`config.mk`:
```
export PLATFORM = sky130hd
export DESIGN_NAME = call_stack_ctrl
export DESIGN_NICKNAME = d
export VERILOG_FILES = /design/src/rtl/call_stack_ctrl.sv
export SDC_FILE = /design/constraint.sdc
export NUM_CORES = 1
export LEC_CHECK = 0
export BUFFER_PORTS_ARGS = -buffer_cell sky130_fd_sc_hd__buf_2
export CAP_MARGIN = 20
export CORE_AREA = 5 5 131 133
export CTS_CLUSTER_SIZE = 25
export DETAILED_ROUTE_END_ITERATION = 10
export DIE_AREA = 0 0 136 138
export GPL_ROUTABILITY_DRIVEN = 0
export MAX_ROUTING_LAYER = met4
export PLACE_DENSITY_LB_ADDON = 0.3
export SLEW_MARGIN = 20
export SYNTH_ARGS = -nofsm -noshare
export SYNTH_HDL_FRONTEND = slang
export SYNTH_SLANG_ARGS = --single-unit
```
`constraint.sdc`:
```
create_clock -name clk -period 7.1 [get_ports clk]
set_clock_uncertainty 0.05 [all_clocks]
set_input_delay 0 -clock clk [delete_from_list [all_inputs] [get_ports clk]]
set_output_delay 0 -clock clk [all_outputs]
set_load 0.005 [all_outputs]
```
`src/rtl/call_stack_ctrl.sv`:
```
`default_nettype none
// ============================================================================
// Module   : call_stack_ctrl
// Brief    : Parametrised return-address stack for the MCU core. Holds CALL
//            return addresses in a circular array and presents the RETURN
//            target combinationally. Provides occupancy status, sticky
//            overflow/underflow flags, a selectable push-when-full policy and
//            push+pop tail-call replacement.
//            Optional macro CALL_STACK_DBG_EN adds a read-only debug port
//            (dbg_idx/dbg_data) that peeks at any entry below top.
// Revision : 1.0 - initial release
// ============================================================================
module call_stack_ctrl #(
    parameter int ADDR_W   = 11,
    parameter int DEPTH    = 16,
    parameter int OVF_MODE = 0
) (
    input  logic                         clk,
    input  logic                         reset,
    input  logic                         push,
    input  logic                         pop,
    input  logic [ADDR_W-1:0]            push_data,
    input  logic                         clr_flags,
`ifdef CALL_STACK_DBG_EN
    input  logic [$clog2(DEPTH)-1:0]     dbg_idx,
    output logic [ADDR_W-1:0]            dbg_data,
`endif
    output logic [ADDR_W-1:0]            top_data,
    output logic [$clog2(DEPTH+1)-1:0]   count,
    output logic                         empty,
    output logic                         full,
    output logic                         overflow,
    output logic                         underflow
);

    localparam int PTR_W = $clog2(DEPTH);
    localparam int CNT_W = $clog2(DEPTH + 1);

    localparam logic [PTR_W-1:0] C_LAST_PTR  = PTR_W'(DEPTH - 1);
    localparam logic [CNT_W-1:0] C_DEPTH_CNT = CNT_W'(DEPTH);
    localparam logic [CNT_W-1:0] C_ONE_CNT   = CNT_W'(1);

    logic [ADDR_W-1:0] r_mem [DEPTH];
    logic [PTR_W-1:0]  r_wp;
    logic [CNT_W-1:0]  r_count;
    logic              r_ovf;
    logic              r_unf;

    logic              w_empty;
    logic              w_full;
    logic [PTR_W-1:0]  w_top_ptr;
    logic [PTR_W-1:0]  w_inc_ptr;
    logic              w_wr_en;
    logic [PTR_W-1:0]  w_wr_ptr;
    logic [PTR_W-1:0]  w_wp_nxt;
    logic [CNT_W-1:0]  w_cnt_nxt;
    logic              w_ovf_set;
    logic              w_unf_set;

    assign w_empty   = (r_count == '0);
    assign w_full    = (r_count == C_DEPTH_CNT);
    // Pointer wrap is explicit so DEPTH need not be a power of two
    assign w_top_ptr = (r_wp == '0) ? C_LAST_PTR : (r_wp - PTR_W'(1));
    assign w_inc_ptr = (r_wp == C_LAST_PTR) ? '0 : (r_wp + PTR_W'(1));

    // Decode the push/pop request into write, pointer, count and flag effects
    always_comb begin
        w_wr_en   = 1'b0;
        w_wr_ptr  = r_wp;
        w_wp_nxt  = r_wp;
        w_cnt_nxt = r_count;
        w_ovf_set = 1'b0;
        w_unf_set = 1'b0;
        case ({push, pop})
            2'b11: begin
                if (!w_empty) begin
                    // Tail call: overwrite the current top in place
                    w_wr_en  = 1'b1;
                    w_wr_ptr = w_top_ptr;
                end else begin
                    // Nothing to replace: acts as a plain push, but the pop
                    // half still found the stack empty
                    w_wr_en   = 1'b1;
                    w_wp_nxt  = w_inc_ptr;
                    w_cnt_nxt = C_ONE_CNT;
                    w_unf_set = 1'b1;
                end
            end
            2'b10: begin
                if (!w_full) begin
                    w_wr_en   = 1'b1;
                    w_wp_nxt  = w_inc_ptr;
                    w_cnt_nxt = r_count + C_ONE_CNT;
                end else begin
                    w_ovf_set = 1'b1;
                    if (OVF_MODE == 0) begin
                        // Wrap policy: oldest slot is the one overwritten
                        w_wr_en  = 1'b1;
                        w_wp_nxt = w_inc_ptr;
                    end
                end
            end
            2'b01: begin
                if (!w_empty) begin
                    w_wp_nxt  = w_top_ptr;
                    w_cnt_nxt = r_count - C_ONE_CNT;
                end else begin
                    w_unf_set = 1'b1;
                end
            end
            default: ;
        endcase
    end

    // Pointer, occupancy and sticky flags; a new event beats clr_flags
    always_ff @(posedge clk) begin
        if (reset) begin
            r_wp    <= '0;
            r_count <= '0;
            r_ovf   <= 1'b0;
            r_unf   <= 1'b0;
        end else begin
            r_wp    <= w_wp_nxt;
            r_count <= w_cnt_nxt;
            r_ovf   <= w_ovf_set | (r_ovf & ~clr_flags);
            r_unf   <= w_unf_set | (r_unf & ~clr_flags);
        end
    end

    // Entry storage is never cleared; writes are discarded while in reset
    always_ff @(posedge clk) begin
        if (!reset && w_wr_en) begin
            r_mem[w_wr_ptr] <= push_data;
        end
    end

    assign top_data  = w_empty ? '0 : r_mem[w_top_ptr];
    assign count     = r_count;
    assign empty     = w_empty;
    assign full      = w_full;
    assign overflow  = r_ovf;
    assign underflow = r_unf;

`ifdef CALL_STACK_DBG_EN
    localparam logic [PTR_W:0] C_DEPTH_EXT = (PTR_W + 1)'(DEPTH);

    logic [PTR_W-1:0] w_dbg_ptr;
    logic [PTR_W:0]   w_dbg_wrap;

    assign w_dbg_wrap = ({1'b0, w_top_ptr} + C_DEPTH_EXT) - {1'b0, dbg_idx};

    // Walk dbg_idx slots below top, wrapping back through the circular array
    always_comb begin
        w_dbg_ptr = w_top_ptr - dbg_idx;
        if (dbg_idx > w_top_ptr) begin
            w_dbg_ptr = w_dbg_wrap[PTR_W-1:0];
        end
    end

    assign dbg_data = (CNT_W'(dbg_idx) < r_count) ? r_mem[w_dbg_ptr] : '0;
`endif

endmodule
`default_nettype wire

```
==> impl_metrics.json, run 1 <==
{
  "status": "finished clean",
  "power.leakage_nw": 2.935,
  "cts_root_buf": "clkbuf_16",
  "yosysWarnings": 0,
  "diodes": 0,
  "synth_top_area_frac": 0.6820,
  "cts_tree": "yes",
  "grt_use_total": 0.1987,
  "first_global_vias": 4443,
  "grt_overflow": 0,
  "grt-busiest-layer": "met1",
  "io-pin-count": 36,
  "critPathMaxStageDelay_ps": 630,
  "finalHoldViolCount": 0,
  "synth_edf_count": 176,
  "dr.pass1.iters": 5,
  "setup_violations": 0,
  "yosys.cell_count.top_type": "edfxtp_1",
  "port-buffer-count": 35,
  "synth_cell_type_count": 58,
  "wirelength_um": 17600,
  "ctsLongestPathBuffers": 2,
  "antenna_found_initial": 0,
  "p_seq_frac": 0.425,
  "startpoint_type": "flip-flop",
  "postCtsSetupBuffers": 0,
  "dieArea_mm2": 0.01877,
  "intPower_mw": 2.121,
  "syn_avg_cell_area_um2": 16.38,
  "rows": 46,
  "dp.final_hpwl_um": 11330,
  "yosys-top-cells-count": "edfxtp_1, a22o_1, mux4_2, nor2_1, o21ai_0",
  "required_ps": 7050,
  "p_switching_mw": 0.8813,
  "async_flop_share": 0,
  "start_util": 0.4932,
  "p_per_area_mw_per_mm2": 338.3,
  "pwr-share-clk": 0.331,
  "htreeDepth": 4,
  "tightest_slew_ps": 1056,
  "ir_drop_uv": 173.4,
  "slew_headroom": 0.2962,
  "fillers": 1185,
  "via_per_inst": 6.184,
  "grt_pass1_wl_um": 26830,
  "core_mm2": 0.01571,
  "dp_slack_ps": 3398,
  "ys.flop_type": "edfxtp_1",
  "cts.clk_slew.worst_paths_ps": 70,
  "post_drt_wl_per_cell_um": 23.53,
  "synth_nets": 499,
  "hold_path_startpoint": "push",
  "cp_num_buf_inv": 4,
  "end_kind": "output port",
  "grt_util_met3": 0.03846,
  "drc": 0,
  "slowest_stage": "dfxtp_1",
  "syn_to_final_growth_pct": 14.51,
  "route.vias.total": 4626,
  "synth.area.top_cells": "edfxtp_1, mux4_2, dfxtp_1, a22o_1, ha_1",
  "cts_inserted_buffers": 17,
  "timing.hold.ws_ps": 33.34,
  "setup_ws_ps": 3356,
  "drive_above_1_share": 0.1936,
  "p_comb_frac": 0.245,
  "cts.sinks": 187,
  "chipWidth_um": 136,
  "switching_share": 0.2935,
  "synth_area_leader_cell": "edfxtp_1",
  "cp-startpoint": "r_wp[0]",
  "fin_nets": 546,
  "rsz0062_at_grt": "false",
  "crit_arrival_ps": 3690,
  "period_minus_slack_ps": 3744,
  "path_delay_family": "buffers and inverters",
  "drt_iter0_drc": 492,
  "critical_path_class": "flip-flop to output port",
  "setup_tns_ps": 0,
  "maxCapViolations": 0,
  "hp-class": "input pin to flip-flop",
  "final_antenna_net_count": 0,
  "worstSkewPairLatency_ps": 430,
  "syn_inst": 473,
  "globalRouteMet2Util": 0.2751,
  "fmax_mhz": 267.1,
  "holdBufCountCts": 14,
  "grt_max_degree": 27,
  "crit_chain": "inv_1 > ha_1 > inv_2 > nor3_2 > buf_4 > a222oi_1 > a21boi_0 > o211ai_1 > buf_2",
  "fp.dieH_um": 138,
  "ys_seq_area_frac": 0.7104,
  "syn_area_mm2": 0.007750,
  "rr_startpoint": "r_wp[0]",
  "slew_violations": 0,
  "cts_resized": 0,
  "globalRouteMet1Util": 0.2901,
  "synth-seq-cells": 187,
  "cp_max_fo": 26,
  "fin_crit_sh": 0.5274
}
power groups by stage:
stage	clock, mW	sequential, mW	combinational, mW
6_report	0.992	1.28	0.734
2_1_floorplan	0	1.28	0.495
5_1_grt	1.05	1.28	0.790
3_3_place_gp	0	1.30	0.705
3_5_place_dp	0	1.30	0.718
4_1_cts	1.00	1.27	0.730
cell usage in the layout, fill, tap and decap left out, drive strengths merged, types with 2 or more instances in the layout:
cell / instances
a31oi: 3
o21ai: 21
dlygate4sd3: 14
mux2i: 2
or3: 2
clkinvlp: 2
a21o: 2
o22ai: 4
nor4: 2
a22o: 22
xnor2: 2
a2111oi: 2
a21oi: 13
nand2: 16
inv: 20
dfxtp: 11
a222oi: 11
o21a: 6
nor3b: 2
o211ai: 11
o221ai: 2
and2: 11
edfxtp: 176
ha: 9
nand3: 7
buf: 39
a32oi: 11
mux4: 22
bufinv: 4
clkbuf: 18
a221oi: 2
clkinv: 3
nor2: 21
nor3: 8
a21boi: 11
nor2b: 3
path summary, 6_finish.rpt:
kind,to,slack [ps],cells past startpoint
worst max-delay path,top_data[4],3360,9
worst min-delay path,overflow,30,4
worst max register to register,r_mem[6][3],3410,7
worst min register to register,overflow,480,2
per-layer routing:
| metal | wire [um] | vias to the layer above |
|---|---|---|
| met1 | 7722 | 2328 |
| met3 | 1390 | 41 |
| met5 | 0 | - |
| met4 | 556 | 0 |
| met2 | 7932 | 233 |
| li1 | - | 2024 |
final cells by class:
class	count	area (um2)	area share
flip-flops and latches	187	5505	0.6203
clock buffers	18	429.2	0.04836
repair buffers	53	345.3	0.03891
well taps	216	270.3	0.03045
inverters	16	60.06	0.006767
clock inverters	13	191.4	0.02157
multi-input cells	245	2073	0.2336
worst reg2reg max path: stages (launching register included):
cell	delay (ps)
dfxtp_1	630
inv_1	240
ha_1	370
or3b_4	310
nand2_4	260
nor3_1	390
o21ai_0	260
nor2_1	800
logic make-up (layout without fill, tap and decap cells):
kind of cell | count (synthesis) | count (layout) | synth area share
buf+inv | 41 | 100 | 0.02373
xor+xnor | 2 | 2 | 0.002261
fa+ha+maj | 10 | 10 | 0.01711
compound gates | 129 | 129 | 0.1253
mux | 25 | 25 | 0.06797
flops | 187 | 187 | 0.7104
simple gates | 79 | 79 | 0.05328
stage by stage:
stage               std cells  area (um2)  utilization  power, mW
floorplan                 473        7750            -      1.778
global placement          703        8112       0.5162      2.001
detailed placement        703        8112       0.5162      2.017
CTS                       748        8872       0.5647      3.008
global route              748        8875       0.5648      3.119
finish                    748        8875       0.5648      3.002
state kept, by name, indices dropped and copies added, names as in the netlist:
register and cells:
count 5, overflow 1, underflow 1, r_mem 176, r_wp 4
(Power assumes the default switching activity.)
==> inputs of run 2 (changes only) <==
--- a/config.mk
+++ b/config.mk
@@ -5,12 +5,13 @@
 export SDC_FILE = /design/constraint.sdc
 export NUM_CORES = 1
 export LEC_CHECK = 0
+export ABC_AREA = 1
 export BUFFER_PORTS_ARGS = -buffer_cell sky130_fd_sc_hd__buf_2
 export CAP_MARGIN = 20
-export CORE_AREA = 5 5 131 133
+export CORE_AREA = 5 5 139 141
 export CTS_CLUSTER_SIZE = 25
 export DETAILED_ROUTE_END_ITERATION = 10
-export DIE_AREA = 0 0 136 138
+export DIE_AREA = 0 0 144 146
 export GPL_ROUTABILITY_DRIVEN = 0
 export MAX_ROUTING_LAYER = met4
 export PLACE_DENSITY_LB_ADDON = 0.3
==> constraint.sdc (replaced) <==
create_clock -name clk -period 3.77 [get_ports clk]
set_clock_uncertainty 0.05 [all_clocks]
set_input_delay 0 -clock clk [delete_from_list [all_inputs] [get_ports clk]]
set_output_delay 0 -clock clk [all_outputs]
set_load 0.005 [all_outputs]
==> impl_metrics.json, run 2 <==
{
  "status": "finished clean",
  "fp.dieH_um": 146,
  "mostFrequentLayoutCells": "nand3_1, edfxtp_1, inv_1",
  "ir_drop_uv": 337.0,
  "fin_crit_sh": 0.7854,
  "synth_edf_count": 176,
  "grt_use_total": 0.2083,
  "syn_to_final_growth_pct": 12.91,
  "syn_area_mm2": 0.008821,
  "ctsLongestPathBuffers": 2,
  "ys.flop_type": "edfxtp_1",
  "rows": 49,
  "syn_inst": 873,
  "port-buffer-count": 35,
  "fillers": 1551,
  "htreeDepth": 4,
  "slew_violations": 0,
  "final_antenna_net_count": 0,
  "finalHoldViolCount": 0,
  "period_minus_slack_ps": 2961,
  "end_kind": "output port",
  "rsz0062_at_grt": "false",
  "io-pin-count": 36,
  "startpoint_type": "flip-flop",
  "setup_tns_ps": 0,
  "synth.area.top_cells": "edfxtp_1, nand3_1, inv_1, nand2_1, nand3b_1",
  "yosys.cell_count.top_type": "nand3_1",
  "cts_tree": "yes",
  "antenna_found_initial": 1,
  "power.leakage_nw": 4.188,
  "synth_cell_type_count": 29,
  "cts.sinks": 187,
  "grt_max_degree": 89,
  "cts.clk_slew.worst_paths_ps": 70,
  "dr.pass1.iters": 5,
  "final_common_cell": "nand3_1",
  "post_drt_wl_per_cell_um": 17.70,
  "first_global_vias": 5579,
  "dp.final_hpwl_um": 12280,
  "fmax_mhz": 337.7,
  "grt_overflow": 0,
  "wirelength_um": 20480,
  "cts_root_buf": "clkbuf_16",
  "total_power_mw": 5.462,
  "tightest_slew_ps": 1055,
  "required_ps": 3720,
  "via_per_inst": 5.245,
  "slew_headroom": 0.2941,
  "synth_area_leader_cell": "edfxtp_1",
  "synth-seq-cells": 187,
  "worstSkewPairLatency_ps": 440,
  "core_mm2": 0.01784,
  "route.vias.total": 6069,
  "crit_arrival_ps": 2910,
  "drive_above_1_share": 0.1122,
  "synth_nets": 899,
  "chipWidth_um": 144,
  "async_flop_share": 0,
  "syn_avg_cell_area_um2": 10.10,
  "synth_top_area_frac": 0.5991,
  "cp_max_fo": 88,
  "maxCapViolations": 0,
  "postCtsSetupBuffers": 0,
  "p_per_area_mw_per_mm2": 548.4,
  "largest_register_ffs": 176,
  "hp-class": "input pin to flip-flop",
  "fin_nets": 940,
  "setup_violations": 0,
  "yosysWarnings": 0,
  "dieArea_mm2": 0.02102,
  "cts_resized": 0,
  "start_util": 0.4944,
  "drc": 0,
  "ys_seq_area_frac": 0.6241,
  "cts_inserted_buffers": 17,
  "drt_iter0_drc": 658,
  "yosys-top-cells-count": "nand3_1, edfxtp_1, inv_1, nand2_1, nand3b_1",
  "largest-register": "r_mem",
  "grt_pass1_wl_um": 32320,
  "critical_path_class": "flip-flop to output port"
}
[run 2: kinds of logic after synthesis]
| kind of cell | after synthesis | synth area share |
|---|---|---|
| DFF | 187 | 0.6241 |
| and+or+nand+nor | 437 | 0.2418 |
| adders and majority gates | 10 | 0.01504 |
| xor gates and xnor gates | 6 | 0.006810 |
| AOI/OAI and AO/OA | 29 | 0.01872 |
| buffers and inverters | 204 | 0.09348 |
[run 2: power breakdown]
group	internal (mW)	switching [mW]	leakage, nW
logic	0.364	0.859	2.21
clock network	1.11	0.782	0.304
registers	2.32	0.0254	1.68
total	3.79	1.67	4.19
[run 2: critical path: stages, from the launching register on]
cell and delay, ps:
dfxtp_1 400, inv_1 100, ha_2 220, nand2_4 90, buf_4 730, nand3b_1 220
nand3_1 140, nand3_1 140, nand3_1 160, nand2_1 80, buf_2 130
[run 2: area by class of cell]
class	count	area, um2	area share
Antenna cell	1	2.502	0.0002513
Clock buffer	17	425.4	0.04271
Clock inverter	15	195.2	0.01960
Inverter	159	596.8	0.05992
Multi-Input combinational cell	482	2494	0.2504
Sequential cell	187	5509	0.5531
Tap cell	229	286.5	0.02877
Timing Repair Buffer	67	450.4	0.04523
[run 2: layer usage]
| metal | share of wire | up-vias | GRT usage |
|---|---|---|---|
| li1 | - | 2994 | - |
| met1 | 0.45 | 2865 | 0.3026 |
| met2 | 0.47 | 192 | 0.3033 |
| met3 | 0.059 | 18 | 0.03549 |
| met4 | 0.013 | 0 | 0.05932 |
| met5 | 0 | - | - |
[run 2: repair_timing]
| item | in CTS | in global routing |
|---|---|---|
| endpoints found under the setup margin | 0 | 0 |
| hold buffers | 14 | 0 |
| hold endpoints to repair | 186 | 0 |
[run 2: final timing paths]
path | startpoint | end | slack (ps) | depth (start not counted)
max | r_wp[1] | top_data[5] | 810 | 10
max reg2reg | r_wp[2] | r_mem[8][2] | 1150 | 8
min | pop | count[0] | 70 | 6
min reg2reg | underflow | underflow | 430 | 2
[run 2: per-stage QoR]
stage	cell area, um2	utilization	std cells	hold slack [ps]	setup slack (ps)
floorplan	8821	-	873	48.87	1505
global placement	9196	0.5155	1110	224.9	1182
detailed placement	9196	0.5155	1110	223.5	1161
CTS	9957	0.5581	1156	59.45	804.6
global route	9960	0.5582	1157	134.7	563.9
finish	9960	0.5582	1157	67.54	809.0
==> inputs of run 3 (changes only) <==
==> constraint.sdc (replaced) <==
create_clock -name clk -period 3 [get_ports clk]
set_clock_uncertainty 0.05 [all_clocks]
set_input_delay 0 -clock clk [delete_from_list [all_inputs] [get_ports clk]]
set_output_delay 0 -clock clk [all_outputs]
set_load 0.005 [all_outputs]
==> impl_metrics.json, run 3 (synthesis results as in run 2) <==
{
  "status": "finished clean",
  "critical_path_class": "flip-flop to output port",
  "cts_root_buf": "clkbuf_16",
  "fmax_mhz": 364.9,
  "start_util": 0.4944,
  "post_drt_wl_per_cell_um": 17.56,
  "finalHoldViolCount": 0,
  "p_seq_frac": 0.451,
  "drc": 0,
  "slew_headroom": 0.4515,
  "crit_chain": "inv_1 > ha_2 > nand2_4 > buf_6 > nand3_1 > nand3_1 > nand3_1 > nand3_1 > nand2_1 > buf_2",
  "total_power_mw": 6.533,
  "placed_cells": 1119,
  "grt_pass1_wl_um": 32690,
  "cts.sinks": 187,
  "route.vias.total": 6314,
  "fp.dieH_um": 146,
  "critPathMaxStageDelay_ps": 500,
  "dieArea_mm2": 0.02102,
  "crit_arrival_ps": 2690,
  "drive_above_1_share": 0.1176,
  "slew_violations": 0,
  "crit_top_cell": "nand3_1",
  "rsz0062_at_grt": "false",
  "cts.clk_slew.worst_paths_ps": 70,
  "pwr-share-clk": 0.310,
  "syn_to_final_growth_pct": 12.61,
  "ir_drop_uv": 453.5,
  "hp-class": "input pin to flip-flop",
  "power.leakage_nw": 4.188,
  "largest-register": "r_mem",
  "final_area_mm2": 0.009933,
  "p_per_area_mw_per_mm2": 657.7,
  "dp.final_hpwl_um": 12580,
  "cts_tree": "yes",
  "grt_overflow": 0,
  "worstSkewPairLatency_ps": 430,
  "htreeDepth": 4,
  "intPower_mw": 4.443,
  "via_per_inst": 5.424,
  "antenna_found_initial": 0,
  "port-buffer-count": 35,
  "cts_inserted_buffers": 17,
  "drt_iter0_drc": 799,
  "fin_crit_sh": 0.9135,
  "dr.pass1.iters": 5,
  "required_ps": 2950,
  "globalRouteMet1Util": 0.2861,
  "final_cells": 1164,
  "grt_util_met3": 0.03911,
  "diodes": 0,
  "end_kind": "output port",
  "mostFrequentLayoutCells": "nand3_1, edfxtp_1, inv_1",
  "grt-busiest-layer": "met2",
  "final_antenna_net_count": 0,
  "wirelength_um": 20440,
  "core_mm2": 0.01784,
  "globalRouteMet2Util": 0.3124,
  "io-pin-count": 36,
  "fillers": 1572,
  "tightest_slew_ps": 821.9,
  "ctsLongestPathBuffers": 2,
  "place_area_mm2": 0.009264,
  "grt_use_total": 0.2060,
  "cp_max_fo": 88,
  "postCtsSetupBuffers": 0,
  "setup_tns_ps": 0,
  "period_minus_slack_ps": 2741,
  "switching_share": 0.3200,
  "p_comb_frac": 0.238,
  "grt_max_degree": 89,
  "p_switching_mw": 2.091,
  "first_global_vias": 6049,
  "maxCapViolations": 0,
  "chipWidth_um": 144,
  "setup_violations": 0,
  "final_common_cell": "nand3_1",
  "largest_register_ffs": 176,
  "startpoint_type": "flip-flop",
  "slowest_stage": "buf_6",
  "rows": 49,
  "fin_nets": 949
}
==> run 3: cell types whose count changed in the layout (fill, tap and decap cells not counted), sizes merged <==
cell,previous run,this run
clkinv,8,9
bufinv,4,0
buf,53,62
clkinvlp,2,3
inv,160,161
diode,1,0
==> run 3: path summary, 6_finish.rpt <==
kind,start,end,slack [ps],cells after the start
max reg2reg,count[2],r_mem[10][10],530,8
min reg2reg,underflow,underflow,410,2
min,pop,count[0],100,6
max,r_wp[1],top_data[7],260,10
==> run 3: worst max-delay path: cells and delay by family, from the launching register on <==
family	cells	cell delay, ps
adder cells (fa/ha/maj)	1	220
buffers and inverters	3	760
flip-flops	1	420
AND/OR/NAND/NOR	6	740
==> run 3: per-layer routing <==
layer / vias up / part of all wire
met3: 32 / 0.073
met1: 3006 / 0.44
li1: 3011 / -
met4: 0 / 0.017
met5: - / 0
met2: 265 / 0.47
==> run 3: timing repair <==
action / in CTS / in global routing
hold buffers: 14 / 0
endpoints found under the setup margin: 0 / 9
hold endpoints to repair: 183 / 0
gates resized for setup: 0 / 2
==> run 3: final cells by class <==
class / count / area [um2] / share of cell area
clock buffers: 17 / 425.4 / 0.04283
clock inverters: 14 / 96.34 / 0.009699
inverters: 159 / 596.8 / 0.06008
multi-input cells: 482 / 2494 / 0.2510
flip-flops and latches: 187 / 5509 / 0.5546
well taps: 229 / 286.5 / 0.02884
repair buffers: 76 / 525.5 / 0.05290
==> run 3: power groups by stage <==
stage / registers, mW / logic (mW) / clock network (mW)
after floorplan: 3.00 / 1.04 / 0
after global placement: 3.00 / 1.52 / 0
after detailed placement: 3.00 / 1.53 / 0
after CTS: 2.95 / 1.55 / 2.05
after global routing: 2.95 / 1.72 / 2.16
final: 2.95 / 1.56 / 2.03
==> run 3: per-stage QoR <==
| step | util | hold slack (ps) | setup slack, ps |
|---|---|---|---|
| CTS | 0.5564 | 90.96 | 104.3 |
| detailed placement | 0.5193 | 226.3 | 606.6 |
| global route | 0.5568 | 161.4 | 178.4 |
| finish | 0.5568 | 97.39 | 259.4 |
| floorplan | - | 48.87 | 734.6 |
| global placement | 0.5193 | 221.7 | 622.6 |
